**config.mk**
```make
export PLATFORM = sky130hd
export DESIGN_NAME = mem_cycle_ctrl
export DESIGN_NICKNAME = d
export VERILOG_FILES = /design/src/rtl/mem_cycle_ctrl.sv
export SDC_FILE = /design/constraint.sdc
export NUM_CORES = 1
export LEC_CHECK = 0
export CAP_MARGIN = 20
export CORE_UTILIZATION = 51
export CTS_CLUSTER_DIAMETER = 150
export CTS_CLUSTER_SIZE = 16
export DETAILED_ROUTE_END_ITERATION = 6
export PLACE_DENSITY = 0.93
export SYNTH_ARGS = -nofsm -noshare
export SYNTH_HDL_FRONTEND = slang
export SYNTH_SLANG_ARGS = --single-unit
```
**constraint.sdc**
```tcl
create_clock -name clk -period 3.5 [get_ports clk]
set_input_delay 0.525 -clock clk [delete_from_list [all_inputs] [get_ports clk]]
set_output_delay 0.525 -clock clk [all_outputs]
set_load 0.01 [all_outputs]
```
**src/rtl/mem_cycle_ctrl.sv**
```systemverilog
// mem_cycle_ctrl
// Sequences one memory access per accepted request through
// IDLE -> SETUP -> START -> ACCESS -> END -> RECOVER -> IDLE.
// It drives a downstream address latch and the read/write strobes.
// Every output is a register, so no input reaches an output combinationally.
//
// Parameters:
//   ADDR_WIDTH - request / latch address width
//   MIN_WAIT   - minimum ACCESS cycles before mem_ready is honoured (1..254)
//   TIMEOUT    - ACCESS cycles after which the cycle aborts (MIN_WAIT+1..255)
//
// Ports:
//   clk, rst        - rising-edge clock, asynchronous active-high reset
//   req_valid/ready - request handshake, accepted only in IDLE
//   req_addr/write  - request address and direction (1 = write)
//   mem_ready       - memory reports the access is complete
//   latch_addr      - captured address presented to the address latch
//   addr_valid      - latch_addr valid (SETUP through END)
//   mem_cycle_start - one-cycle pulse in START
//   mem_cycle_end   - one-cycle pulse in END
//   mem_oe / mem_we - read / write strobes, ACCESS only
//   done            - one-cycle pulse in END on normal completion
//   timeout_err     - one-cycle pulse in END on timeout abort
//   xfer_count      - count of normally completed cycles (wraps at 255)
module mem_cycle_ctrl #(
  parameter int ADDR_WIDTH = 16,
  parameter int MIN_WAIT   = 3,
  parameter int TIMEOUT    = 15
) (
  input  logic                  clk,
  input  logic                  rst,
  input  logic                  req_valid,
  output logic                  req_ready,
  input  logic [ADDR_WIDTH-1:0] req_addr,
  input  logic                  req_write,
  input  logic                  mem_ready,
  output logic [ADDR_WIDTH-1:0] latch_addr,
  output logic                  addr_valid,
  output logic                  mem_cycle_start,
  output logic                  mem_cycle_end,
  output logic                  mem_oe,
  output logic                  mem_we,
  output logic                  done,
  output logic                  timeout_err,
  output logic [7:0]            xfer_count
);

  typedef enum logic [2:0] {
    S_IDLE    = 3'd0,
    S_SETUP   = 3'd1,
    S_START   = 3'd2,
    S_ACCESS  = 3'd3,
    S_END     = 3'd4,
    S_RECOVER = 3'd5
  } state_t;

  // The counter value seen on the last ACCESS cycle of each exit condition
  localparam logic [7:0] MIN_LAST = 8'(MIN_WAIT - 1);
  localparam logic [7:0] TO_LAST  = 8'(TIMEOUT - 1);

  state_t     state_r;
  logic [7:0] wait_cnt_r;
  logic       write_r;

  // Cycle sequencer. Each output is loaded with the value that belongs to
  // the state being entered, so outputs track the registered state exactly.
  // latch_addr doubles as the captured request address.
  always_ff @(posedge clk or posedge rst) begin
    if (rst) begin
      state_r         <= S_IDLE;
      wait_cnt_r      <= 8'd0;
      write_r         <= 1'b0;
      req_ready       <= 1'b0;
      latch_addr      <= {ADDR_WIDTH{1'b0}};
      addr_valid      <= 1'b0;
      mem_cycle_start <= 1'b0;
      mem_cycle_end   <= 1'b0;
      mem_oe          <= 1'b0;
      mem_we          <= 1'b0;
      done            <= 1'b0;
      timeout_err     <= 1'b0;
      xfer_count      <= 8'd0;
    end else begin
      // Pulse outputs last a single cycle unless re-asserted below
      mem_cycle_start <= 1'b0;
      mem_cycle_end   <= 1'b0;
      done            <= 1'b0;
      timeout_err     <= 1'b0;

      case (state_r)
        S_IDLE: begin
          if (req_valid && req_ready) begin
            latch_addr <= req_addr;
            write_r    <= req_write;
            addr_valid <= 1'b1;
            req_ready  <= 1'b0;
            state_r    <= S_SETUP;
          end else begin
            // Also raises req_ready on the first edge after reset release
            req_ready  <= 1'b1;
            state_r    <= S_IDLE;
          end
        end

        S_SETUP: begin
          mem_cycle_start <= 1'b1;
          state_r         <= S_START;
        end

        S_START: begin
          wait_cnt_r <= 8'd0;
          mem_oe     <= ~write_r;
          mem_we     <= write_r;
          state_r    <= S_ACCESS;
        end

        S_ACCESS: begin
          wait_cnt_r <= wait_cnt_r + 8'd1;
          // Success is tested first so it wins on the timeout edge
          if ((wait_cnt_r >= MIN_LAST) && mem_ready) begin
            mem_oe        <= 1'b0;
            mem_we        <= 1'b0;
            mem_cycle_end <= 1'b1;
            done          <= 1'b1;
            xfer_count    <= xfer_count + 8'd1;
            state_r       <= S_END;
          end else if (wait_cnt_r == TO_LAST) begin
            mem_oe        <= 1'b0;
            mem_we        <= 1'b0;
            mem_cycle_end <= 1'b1;
            timeout_err   <= 1'b1;
            state_r       <= S_END;
          end else begin
            state_r       <= S_ACCESS;
          end
        end

        S_END: begin
          addr_valid <= 1'b0;
          state_r    <= S_RECOVER;
        end

        S_RECOVER: begin
          req_ready <= 1'b1;
          state_r   <= S_IDLE;
        end

        default: begin
          // Unreachable encodings recover to a quiet IDLE
          req_ready  <= 1'b0;
          addr_valid <= 1'b0;
          mem_oe     <= 1'b0;
          mem_we     <= 1'b0;
          state_r    <= S_IDLE;
        end
      endcase
    end
  end

endmodule

```
==> summary.md <==
• result of the run: complete, no violations
• CTS Buffer Depth: 2
• count of max-cap constraint violations: 0
• final critical path time including I/O delays and setup: 2190 ps
• Max Fclk: 456 MHz
• Hold-fix buffers, CTS: 0
• number of instances in the synthesized netlist: 165
• share of power burned in registers: 0.419
• via/cell ratio: 5.44
• final hold viol count: 0
• share of final-layout standard cells stronger than drive strength 1: 0.150
• switching part of the total: 0.347
• drt initial violations: 124
• number of global-route vias before repair: 1424
• worst-skew pair later-pin latency: 290 ps
• total die area: 0.00417 mm²
• part of the power in combinational logic: 0.405
• worst clock skew: 7.37 ps
• CP max FO: 17
• number of CTS-inserted buffers: 5
• worst max-slew margin expressed relative to the limit: 0.301
• post-route DRC violation count: 0
• number of distinct standard cells referenced by the synthesized netlist: 39
• internal power: 1.39 mW
• final-layout setup total negative slack: 0 ps
• Die Span Y: 64.6 µm
• number of synthesized flops with an enable pin: 0
• I/O Pins: 53
• kind of start point of the critical path: input pin
• 1st-pass router iterations: 4
• count of final setup violators: 0
• Syn-to-layout area delta: 33.0%
• Synth area leader: dfrtp_1
• maximum number of pins on one net before global-route repair: 45
• Remaining Overflow, GRT: 0
• maximum VDD drop: 335 µV
• CTS sink cnt: 44
• average wire per standard cell: 15.5 µm
• Placed Instances: 260
• Core Util, Final: 0.714
• Synth Cell Area: 0.00200 mm²
• crit end category: register
• critical path arrival: 2370 ps
• sequential element share of the synthesized area: 0.552
• number of rows created at floorplan: 22
• Routed Antenna Nets: 0
• async set-or-reset flop fraction in the synthesized netlist: 1.00
• wire length of the first global-routing pass: 7160 µm
• antenna violations before repair: 0
• net count of the mapped netlist: 189
• TritonCTS clock tree: yes
• Yosys warning total: 0
• Min Hold Slack: 484 ps
• period utilization: 0.627
• dominant cells by area after synthesis: dfrtp_1 (55%), mux2_2 (10%), xnor2_1 (2.6%), o21ai_0 (2.3%), nand2_1 (2.3%)
• most used flip-flop cell after synthesis: dfrtp_1
• routability-driven placement congestion ratio: 0.743
• Total Wirelength: 4160 µm
• average footprint of a synthesized cell: 12.1 µm²
• Vias: 1459
• slew at the pin with the worst max-slew slack: 1040 ps
• cell at the root of the clock tree: clkbuf_8
• Post-CTS Resized: 0
• Detailed Place HPWL: 2950 µm
• Post-CTS Setup Bufs: 0
• critical path class: in2reg
• count of buffers inserted at the top-level ports: 52
• number of nets in the final layout: 243
• Clk pin slew, worst setup/hold paths: 80 ps
• global-route usage over all layers: 0.230
• power density cells: 800 mW/mm²
• area share of the largest cell type after synthesis: 0.552
• die width: 64.6 µm
• switching pwr: 736 µW
• Clk network pwr share: 0.176
• Non-Filler Instances: 268
• htree depth: 2
• Leak: 1.14 nW
• Yosys reg bits: 44
• effective utilization at floorplan: 0.537
• register-to-register setup slack: 1430 ps
• Antenna Diode Count: 0
• Hold/Removal Path Class: reg2reg
• required arrival time at the worst endpoint: 3670 ps
• core area: 0.00372 mm²
• Final Total Pwr: 2.12 mW
• pins over their slew limit: 0
• unrepaired setup endpoints after global routing: no
[per-stage QoR]
stage	setup slack [ps]	area, µm²
2_1_floorplan	1870	2000
3_3_place_gp	1010	2550
3_5_place_dp	1000	2550
4_1_cts	1290	2650
5_1_grt	1190	2650
6_report	1310	2650
[path summary, 6_finish.rpt]
kind                                  to           from  cells after the start
setup / recovery           latch_addr[4]      req_valid                      4
hold / removal             xfer_count[7]  xfer_count[7]                      1
setup reg to reg           latch_addr[4]     state_r[2]                      2
hold reg to reg            xfer_count[7]  xfer_count[7]                      1
max in group asynchronous  xfer_count[2]            rst                      3
min in group asynchronous           done            rst                      3
[worst max-delay path: stages]
cell and delay (ps):
clkdlybuf4s50_1 480, nand2_1 120, nor4_4 800, mux2_2 430
[kinds of logic after synthesis]
| family | count (synthesis) | synth area share |
|---|---|---|
| compound gates | 26 | 0.0884 |
| flops | 44 | 0.552 |
| fa+ha+maj | 3 | 0.0188 |
| mux | 22 | 0.122 |
| xor+xnor | 7 | 0.0307 |
| buf+inv | 13 | 0.0320 |
| simple gates | 50 | 0.157 |
[registers in the layout (all words and copies together), names as in the netlist]
| name | flops |
|---|---|
| latch_addr | 16 |
| wait_cnt_r | 8 |
| xfer_count | 8 |
| state_r | 3 |
| addr_valid | 1 |
| done | 1 |
| mem_cycle_end | 1 |
| mem_cycle_start | 1 |
| mem_oe | 1 |
| mem_we | 1 |
| req_ready | 1 |
| timeout_err | 1 |
| write_r | 1 |
[cell usage in the layout (no fill, tap or decap), drive strengths merged, types with 2 or more instances in the layout]
cell type	n
clkdlybuf4s50	52
nor2b	3
nor3	6
inv	7
nand4	5
nand4b	2
ha	3
nand3	5
mux2i	4
o21ai	11
nor2	8
dfrtp	44
nor4	3
and4	2
nand2	12
a211oi	2
a21oi	5
mux2	18
xnor2	6
clkbuf	6
[Yosys cell counts, drive strengths merged (4+ instances only)]
library cell	n
dfrtp	44
nand3	5
mux2	18
nor3	6
mux2i	4
nand2	12
nand4	5
a21oi	5
o21ai	11
xnor2	6
inv	7
nor2	8
[cell type report]
class                           instances  area (µm²)
Timing Repair Buffer                   53         528
Tap cell                               48        60.1
Sequential cell                        44        1100
Inverter                                7        26.3
Multi-Input combinational cell        108         831
Clock inverter                          2        35.0
Fill cell                             240        1060
Clock buffer                            6        72.6
[metal layers]
metal	routed length, µm	track usage	vias to the layer above
li1	-	-	699
met1	1810	0.298	707
met2	2070	0.370	43
met3	195	0.0581	10
met4	87	0.0889	0
met5	0	0	-
[power groups by stage]
stage / sequential, mW / combinational [mW] / clock (mW)
finish: 0.889 / 0.860 / 0.373
floorplan: 0.897 / 0.440 / 0
CTS: 0.888 / 0.870 / 0.382
global route: 0.922 / 0.932 / 0.410
global placement: 0.874 / 0.819 / 0
detailed placement: 0.895 / 0.859 / 0
Power figures use the tool's default switching activity.
